$ cat src/rtl/gbuff_ctrl_pkg.sv
// gbuff_ctrl_pkg: shared types and constants for the global-buffer port arbiter
package gbuff_ctrl_pkg;
    typedef enum logic [1:0] {IDLE, BURST0, BURST1, CLEAR} state_t;
    localparam logic PORT0 = 1'b0;
    localparam logic PORT1 = 1'b1;
    localparam int LANE_BITS = 32;
endpackage

$ cat src/rtl/rr_arb2.sv
// rr_arb2: 2-way round-robin grant with burst lock and toggling pointer
// Ports: req (valids), lock/lock_id (burst owner), block (grant nobody),
//        last (last flag of the granted beat), gnt (one-hot accept), gnt_id (selected port)
module rr_arb2
    import gbuff_ctrl_pkg::*;
(
    input  logic       clk,
    input  logic       rst,
    input  logic [1:0] req,
    input  logic       lock,
    input  logic       lock_id,
    input  logic       block,
    input  logic       last,
    output logic [1:0] gnt,
    output logic       gnt_id
);
    logic ptr_q, ptr_d;

    always_comb begin
        gnt_id = lock ? lock_id : (&req ? ptr_q : req[1]);
        gnt = block ? 2'b00 : req & (gnt_id == PORT1 ? 2'b10 : 2'b01);
        // pointer flips on every accepted last beat, contended or not
        ptr_d = ptr_q ^ (|gnt & last);
    end

    always_ff @(posedge clk or posedge rst) begin
        if (rst) ptr_q <= PORT0;
        else ptr_q <= ptr_d;
    end
endmodule

$ cat src/rtl/gbuff_port_arbiter.sv
// gbuff_port_arbiter: shares one accumulating single-port buffer between two requesters
// Ports: req0_*/req1_* (valid/ready beats with wr/acc/last/addr/wdata),
//        rsp_* (tagged read data, 1-cycle latency), clr_* (zero-fill sweep control),
//        ram_* (combinational BRAM drive, ram_data_out is the registered read data)
module gbuff_port_arbiter
    import gbuff_ctrl_pkg::*;
#(
    parameter int ADDR_BITS = 8,
    parameter int DATA_BITS = 128
) (
    input  logic                 clk,
    input  logic                 rst,
    input  logic                 req0_valid,
    output logic                 req0_ready,
    input  logic                 req0_wr,
    input  logic                 req0_acc,
    input  logic                 req0_last,
    input  logic [ADDR_BITS-1:0] req0_addr,
    input  logic [DATA_BITS-1:0] req0_wdata,
    input  logic                 req1_valid,
    output logic                 req1_ready,
    input  logic                 req1_wr,
    input  logic                 req1_acc,
    input  logic                 req1_last,
    input  logic [ADDR_BITS-1:0] req1_addr,
    input  logic [DATA_BITS-1:0] req1_wdata,
    output logic                 rsp_valid,
    output logic                 rsp_id,
    output logic [DATA_BITS-1:0] rsp_data,
    input  logic                 clr_start,
    output logic                 clr_busy,
    output logic                 clr_done,
    output logic                 ram_en,
    output logic                 ram_wr_en,
    output logic                 ram_acc_mode,
    output logic [ADDR_BITS-1:0] ram_index,
    output logic [DATA_BITS-1:0] ram_data_in,
    input  logic [DATA_BITS-1:0] ram_data_out
);
    localparam logic [ADDR_BITS-1:0] LAST_IDX = '1;

    state_t                state_q, state_d;
    logic [ADDR_BITS-1:0]  cnt_q, cnt_d;
    logic                  rsp_valid_q, rsp_valid_d;
    logic                  rsp_id_q, rsp_id_d;
    logic                  clr_done_q, clr_done_d;
    logic [1:0]            gnt;
    logic                  sel, accept, clearing, block;
    logic                  sel_wr, sel_acc, sel_last;
    logic [ADDR_BITS-1:0]  sel_addr;
    logic [DATA_BITS-1:0]  sel_wdata;

    always_comb begin
        clearing = state_q == CLEAR;
        // reset and a pending/ongoing sweep both keep every ready low
        block = rst | clearing | (state_q == IDLE && clr_start);
        accept = |gnt;
        sel_wr = sel ? req1_wr : req0_wr;
        sel_acc = sel ? req1_acc : req0_acc;
        sel_last = sel ? req1_last : req0_last;
        sel_addr = sel ? req1_addr : req0_addr;
        sel_wdata = sel ? req1_wdata : req0_wdata;
    end

    rr_arb2 u_arb (
        .clk     (clk),
        .rst     (rst),
        .req     ({req1_valid, req0_valid}),
        .lock    (state_q == BURST0 || state_q == BURST1),
        .lock_id (state_q == BURST1),
        .block   (block),
        .last    (sel_last),
        .gnt     (gnt),
        .gnt_id  (sel)
    );

    always_ff @(posedge clk or posedge rst) begin
        if (rst) begin
            state_q     <= IDLE;
            cnt_q       <= '0;
            rsp_valid_q <= 1'b0;
            rsp_id_q    <= PORT0;
            clr_done_q  <= 1'b0;
        end else begin
            state_q     <= state_d;
            cnt_q       <= cnt_d;
            rsp_valid_q <= rsp_valid_d;
            rsp_id_q    <= rsp_id_d;
            clr_done_q  <= clr_done_d;
        end
    end

    always_comb begin
        state_d = state_q;
        case (state_q)
            IDLE:    state_d = clr_start ? CLEAR : (accept && !sel_last) ? (sel == PORT1 ? BURST1 : BURST0) : IDLE;
            BURST0,
            BURST1:  state_d = (accept && sel_last) ? IDLE : state_q;
            default: state_d = cnt_q == LAST_IDX ? IDLE : CLEAR;
        endcase
        // counter idles at zero, so the sweep always starts from index 0
        cnt_d = clearing ? cnt_q + 1'b1 : '0;
        rsp_valid_d = accept & ~sel_wr;
        rsp_id_d = sel;
        clr_done_d = clearing && cnt_q == LAST_IDX;
    end

    always_comb begin
        req0_ready = gnt[0];
        req1_ready = gnt[1];
        rsp_valid = rsp_valid_q;
        rsp_id = rsp_id_q;
        rsp_data = ram_data_out;
        clr_busy = clearing;
        clr_done = clr_done_q;
        ram_en = accept | clearing;
        ram_wr_en = clearing | (accept & sel_wr);
        ram_acc_mode = accept & sel_wr & sel_acc;
        ram_index = clearing ? cnt_q : sel_addr;
        ram_data_in = clearing ? '0 : sel_wdata;
    end
endmodule

$ cat config.mk
export PLATFORM = sky130hd
export DESIGN_NAME = gbuff_port_arbiter
export DESIGN_NICKNAME = d
export VERILOG_FILES = /design/src/rtl/gbuff_ctrl_pkg.sv /design/src/rtl/rr_arb2.sv /design/src/rtl/gbuff_port_arbiter.sv
export SDC_FILE = /design/constraint.sdc
export NUM_CORES = 1
export LEC_CHECK = 0
export CAP_MARGIN = 25
export CORE_AREA = 2 2 264 266
export CTS_BUF_LIST = sky130_fd_sc_hd__clkbuf_4 sky130_fd_sc_hd__clkbuf_8
export DETAILED_ROUTE_END_ITERATION = 8
export DIE_AREA = 0 0 266 268
export GPL_ROUTABILITY_DRIVEN = 0
export SLEW_MARGIN = 10
export SYNTH_ARGS = -nofsm -noshare
export SYNTH_HDL_FRONTEND = slang
export SYNTH_SLANG_ARGS = --single-unit
export TNS_END_PERCENT = 20
$ cat constraint.sdc
create_clock -name clk -period 2.1 [get_ports clk]
set_clock_uncertainty 0.1 [all_clocks]
set_input_delay 0.42 -clock clk [delete_from_list [all_inputs] [get_ports clk]]
set_output_delay 0.42 -clock clk [all_outputs]
set_load 0.01 [all_outputs]
# == Yosys cells after proc, flatten, opt, wreduce, memory -nomap -nowiden ==
# Cells that the tools add are included.
# op_classes
n_reduce_logical,10
n_addsub,1
n_eq_ne,5
mux,17
bitwise_logic,11
# ops
operator,count
$mux W128,2
$mux W8,3
$mux W2,6
$add A8 B1 Y8 const B,1
$eq A8 B8 Y1 const B,1
$mux W1,5
$and A1 B1 Y1,4
$eq A2 B2 Y1 const B,2
$logic_and A1 B1 Y1,4
$or A1 B1 Y1,4
$pmux W2 S2,1
$reduce_or A2 Y1,2
$and A2 B2 Y2,1
$eq A2 B1 Y1 const B,1
$logic_not A2 Y1,1
$ne A2 B2 Y1 const B,1
$reduce_and A2 Y1,1
$logic_not A1 Y1,1
$logic_or A1 B1 Y1,1
$not A1 Y1,1
$xor A1 B1 Y1,1
# word_totals
out_inout_bits,273
inputBits,411
regBits,14
word_cells,50

# == Logic depth before layout (Yosys ltp) ==
# depth
ltp_word,11
mapped_depth,10
mapped_depth_nobuf,7

# == Cells and area by module ==
# A second synthesis with hierarchy kept.
# unflattened
cells_unflattened,521
area_unflattened_um2,3822.4
# by_module_without_submodules
mod,n_inst,cells_each,area_per_inst_um2
gbuff_port_arbiter,1,508,3714.8
rr_arb2,1,13,107.6

# == Worst setup path after synthesis ==
# No wires, ideal clock.
# synth_path
path_kind,reg-to-output
from,register state_q[1]
to,output port ram_wr_en
n_path_buf,2
path_stages_with_launch,10
setup_slack_ns,-0.211
required_ns,1.580
arrival_ns,1.791
path_cell_list,dfrtp_1 inv_1 ha_1 nor2b_1 nand2_1 and2_1 clkbuf_1 buf_2 mux2i_1 o21ai_0
# synth_via
elab_chain_len,9
elab_cells_between_ends,16
# synth_rtl
item,line,source
"start, declared",gbuff_port_arbiter.sv:42,"state_t state_q, state_d;"
"start signal, assigned",gbuff_port_arbiter.sv:85,state_q <= state_d;
$eq A2 B1 Y1 or $eq A2 B2 Y1 (tied branches),"gbuff_port_arbiter.sv:69, gbuff_port_arbiter.sv:70",
$logic_or A1 B1 Y1,gbuff_port_arbiter.sv:69,".lock (state_q == BURST0 || state_q == BURST1),"
$mux W1,rr_arb2.sv:20,gnt_id = lock ? lock_id : (&req ? ptr_q : req[1]);
$mux W2,rr_arb2.sv:21,gnt = block ? 2'b00 : req & (gnt_id == PORT1 ? 2'b10 : 2'b01);
$and A2 B2 Y2,rr_arb2.sv:21,
$mux W2,rr_arb2.sv:21,
$reduce_or A2 Y1,gbuff_port_arbiter.sv:57,accept = |gnt;
$and A1 B1 Y1,gbuff_port_arbiter.sv:117,ram_wr_en = clearing | (accept & sel_wr);
$or A1 B1 Y1 *,gbuff_port_arbiter.sv:117,
"end, declared",gbuff_port_arbiter.sv:34,"output logic ram_wr_en,"
# Mark *: on every way between the ends. The rest lies on a longest branch, timed or not.

# == Worst setup path in the final report ==
# layout_path
from,register state_q[0]
to,output port ram_acc_mode
# layout_via
elab_chain_len,9
elab_cells_between_ends,17
# layout_rtl
item,line,source
$eq A2 B1 Y1 or $eq A2 B2 Y1 (tied branches),"gbuff_port_arbiter.sv:69, gbuff_port_arbiter.sv:70",
$logic_or A1 B1 Y1,gbuff_port_arbiter.sv:69,
$mux W1,rr_arb2.sv:20,
$mux W2,rr_arb2.sv:21,
$and A2 B2 Y2,rr_arb2.sv:21,
$mux W2,rr_arb2.sv:21,
$reduce_or A2 Y1,gbuff_port_arbiter.sv:57,
$and A1 B1 Y1,gbuff_port_arbiter.sv:118,ram_acc_mode = accept & sel_wr & sel_acc;
$and A1 B1 Y1 *,gbuff_port_arbiter.sv:118,
"end, declared",gbuff_port_arbiter.sv:35,"output logic ram_acc_mode,"
# Marks and branches as above.

==> results.yml <==
timing:
  layout_worst_path_cycle_share: 1.30
  fin_worst_hold_slack_ns: 0.468
  fmax_mhz: 366
  layout_setup_ws_ns: -0.633
  rsz0062_at_grt: "yes"
  maxSlewHeadroom: 0.700
  finalSetupViolCount: 144
  timing_hold_violations_final: 0
  worst_pin_slew_ns: 0.450
  period_needed_ns: 2.73
  slew_limit_fails: 0
floorplanning:
  fp.dieH_um: 268
  top_level_ports: 684
  dieArea_mm2: 0.0713
  num_rows: 96
  die_w_um: 266
  core_area_mm2: 0.0682
  initial_utilization: 0.0545
drt:
  detail_route.wirelength_mm: 38.5
  avg_wl_per_cell_um: 20.1
  drt_first_pass_iters: 4
  num_vias: 5883
  drt-vias-per-instance: 3.07
  remaining_drc_errors: 0
  drt_antenna_net_count: 0
  drt_iter0_markers: 118
setup_path:
  maximum_fanout_along_the_worst_path: 6
  cp_data_required_time_ns: 1.58
  cp-end-kind: "primary output"
  startpoint_type: "register"
  arrival_time_of_the_worst_setup_path_ns: 2.21
  setup.worst_path.class: "register to primary output"
finish:
  postLayoutCellArea_mm2: 0.00947
  syn_to_final_growth_pct: 155
  post_route_cells_drive_above_1_share: 0.404
  fillCellCount: 7913
  nets: 1443
synthesis:
  edff_count_synth: 0
  postSynth.asyncResetShare: 1.00
  synth_sequential_area_ratio: 0.0943
  synth_ff_type: "sky130_fd_sc_hd__dfrtp_1"
  area_of_the_mapped_netlist_mm2: 0.00372
  postSynthAreaPerCell_um2: 5.58
  yosys_reg_bits: 14
  mappedNetlistNets: 1082
  synth.yosys.warnings: 0
  synth.lib_cells_used.distinct: 33
  netlist_instances: 666
clock_tree:
  clock_insertion_delay_worst_skew_ns: 0.25
  holdBufCountCts: 0
  htree_num_levels: 1
  clk_root_buffer_cell: "sky130_fd_sc_hd__clkbuf_8"
  cts.clk_slew.worst_paths_ns: 0.07
  clockBufferDepth: 2
  cts_tree: "done"
  cts_inserted_buffers: 3
  clock_sink_count: 14
global_routing:
  groute.usage.overall: 0.100
  antenna_found_initial: 15
  grt_overflow_total: 0
  largest_net_degree_at_the_start_of_global_routing: 59
  grt_pass1_vias: 6010
  grt_first_pass_wirelength_mm: 47.8
power_and_ir_drop:
  power.density_cell_area_mw_per_mm2: 1480
  internal-power_uw: 7080
  p_sw_uw: 6920
  power.share.clock: 0.020
  p_leak_uw: 0.00392
  worst_ir_drop_vdd_mv: 0.912
  seq_power_share: 0.025
  switching_share: 0.494
  share_comb_of_total_power: 0.955
run_status:
  outcome: "finished, violations left"
  violations: "negative setup slack"
job:
  maxCapViolCount: 0
place:
  dp_hpwl_mm: 28.5
  post_dp_cell_area_mm2: 0.00867
  port_buffer_count: 427
worst_hold_path:
  min_path_type: "input pin to asynchronous set/reset pin"
kinds of logic after synthesis:
logic type	share of synthesized area
fa+ha+maj	0.0168
xor+xnor	0.0141
compound gates	0.210
mux	0.0273
buf+inv	0.322
simple gates	0.316
flops	0.0943
layout make-up:
class / instances / area, µm² / area share
Clock buffer: 4 / 55.1 / 0.00581
Inverter: 5 / 18.8 / 0.00198
Antenna cell: 6 / 15.0 / 0.00158
Multi-Input combinational cell: 471 / 2810 / 0.296
Timing Repair Buffer: 532 / 5130 / 0.541
Tap cell: 882 / 1100 / 0.116
Sequential cell: 14 / 350 / 0.0370
synth_stat cells (2+ instances only):
cell,number,area [µm²]
sky130_fd_sc_hd__nand2b_1,2,12.5
sky130_fd_sc_hd__nand3_1,3,15.0
sky130_fd_sc_hd__xor2_1,2,17.5
sky130_fd_sc_hd__clkbuf_1,22,82.6
sky130_fd_sc_hd__buf_4,129,968
sky130_fd_sc_hd__dfrtp_1,14,350
sky130_fd_sc_hd__nor2b_1,2,12.5
sky130_fd_sc_hd__mux2i_1,9,90.1
sky130_fd_sc_hd__buf_2,25,125
sky130_fd_sc_hd__a21oi_1,131,656
sky130_fd_sc_hd__and3_1,3,18.8
sky130_fd_sc_hd__and2_1,2,12.5
sky130_fd_sc_hd__o21ai_0,9,45.0
sky130_fd_sc_hd__nand2_1,274,1030
sky130_fd_sc_hd__ha_1,5,62.6
sky130_fd_sc_hd__xnor2_1,4,35.0
sky130_fd_sc_hd__nor2_1,9,33.8
sky130_fd_sc_hd__or3_1,2,12.5
sky130_fd_sc_hd__inv_1,5,18.8
flip-flops by register name, indices dropped and copies added, names as in the netlist:
signal / cells
cnt_q: 8
state_q: 2
clr_done: 1
rsp_id: 1
rsp_valid: 1
u_arb.ptr_q: 1
metrics by stage:
step / total power, µW / util / cells / setup WS, ns / TNS (ns)
4_1_cts: 14000 / 0.136 / 1905 / -0.681 / -79.15
2_1_floorplan: 5130 / - / 666 / -0.110 / -11.69
6_report: 14000 / 0.139 / 1914 / -0.633 / -75.60
5_1_grt: 15100 / 0.139 / 1909 / -0.725 / -88.36
3_3_place_gp: 11100 / 0.127 / 1866 / -1.04 / -126.98
3_5_place_dp: 11100 / 0.127 / 1866 / -1.06 / -128.40
repair_timing:
item | CTS | global route
gates resized for setup | 722 | 57
cloned | 15 | 2
setup endpoints to repair | 145 | 145
pin swaps | 40 | 23
setup buffers | 20 | 2
power by group through the flow:
stage | combinational, µW | sequential (µW) | clock [µW]
finish | 13400 | 348 | 283
global route | 14400 | 352 | 302
CTS | 13300 | 347 | 297
detailed placement | 10700 | 355 | 0
global placement | 10700 | 356 | 0
floorplan | 4780 | 358 | 0
path summary, 6_finish.rpt:
kind                             from      endpoint  slack [ns]  cells after the start
min                               rst   u_arb.ptr_q        0.47                      3
min reg2reg                  cnt_q[5]      cnt_q[5]        0.49                      2
max reg2reg                state_q[0]    state_q[1]       -0.38                     11
max                        state_q[0]  ram_acc_mode       -0.63                     11
max in group asynchronous         rst      cnt_q[7]        1.23                      3
min in group clk             cnt_q[5]      cnt_q[5]        0.49                      2
cells in the final DEF (no fill, tap or decap), types with 2 or more instances in the layout:
| cell type | instances |
|---|---|
| sky130_fd_sc_hd__clkdlybuf4s50_1 | 284 |
| sky130_fd_sc_hd__nand2_1 | 202 |
| sky130_fd_sc_hd__buf_2 | 129 |
| sky130_fd_sc_hd__a21oi_2 | 78 |
| sky130_fd_sc_hd__a21oi_1 | 54 |
| sky130_fd_sc_hd__nand2_2 | 54 |
| sky130_fd_sc_hd__buf_4 | 46 |
| sky130_fd_sc_hd__buf_6 | 28 |
| sky130_fd_sc_hd__nand2_4 | 17 |
| sky130_fd_sc_hd__buf_16 | 17 |
| sky130_fd_sc_hd__buf_12 | 15 |
| sky130_fd_sc_hd__dfrtp_1 | 14 |
| sky130_fd_sc_hd__mux2i_1 | 9 |
| sky130_fd_sc_hd__o21ai_1 | 8 |
| sky130_fd_sc_hd__nor2_1 | 8 |
| sky130_fd_sc_hd__diode_2 | 6 |
| sky130_fd_sc_hd__buf_8 | 6 |
| sky130_fd_sc_hd__xnor2_1 | 4 |
| sky130_fd_sc_hd__clkbuf_8 | 4 |
| sky130_fd_sc_hd__inv_1 | 3 |
| sky130_fd_sc_hd__nand3_1 | 3 |
| sky130_fd_sc_hd__inv_2 | 2 |
| sky130_fd_sc_hd__nand2b_1 | 2 |
| sky130_fd_sc_hd__or3_1 | 2 |
| sky130_fd_sc_hd__and3_1 | 2 |
| sky130_fd_sc_hd__o21ai_0 | 2 |
| sky130_fd_sc_hd__xor2_1 | 2 |
| sky130_fd_sc_hd__ha_4 | 2 |
| sky130_fd_sc_hd__ha_1 | 2 |
| sky130_fd_sc_hd__clkbuf_16 | 2 |
| sky130_fd_sc_hd__clkdlybuf4s15_2 | 2 |
worst max-delay path: stages, from the launching register on:
cell,delay (ns)
sky130_fd_sc_hd__dfrtp_1,0.39
sky130_fd_sc_hd__inv_2,0.09
sky130_fd_sc_hd__ha_4,0.23
sky130_fd_sc_hd__buf_6,0.12
sky130_fd_sc_hd__a22o_4,0.24
sky130_fd_sc_hd__buf_12,0.15
sky130_fd_sc_hd__buf_12,0.14
sky130_fd_sc_hd__buf_16,0.15
sky130_fd_sc_hd__buf_12,0.15
sky130_fd_sc_hd__nand3b_1,0.08
sky130_fd_sc_hd__a21oi_1,0.06
sky130_fd_sc_hd__buf_2,0.14
per-layer routing:
layer	part of all wire	GRT usage
met1	0.36	0.101
met2	0.43	0.162
met3	0.17	0.0732
met4	0.037	0.0323
met5	0.0012	0
Power figures use the tool's default switching activity.
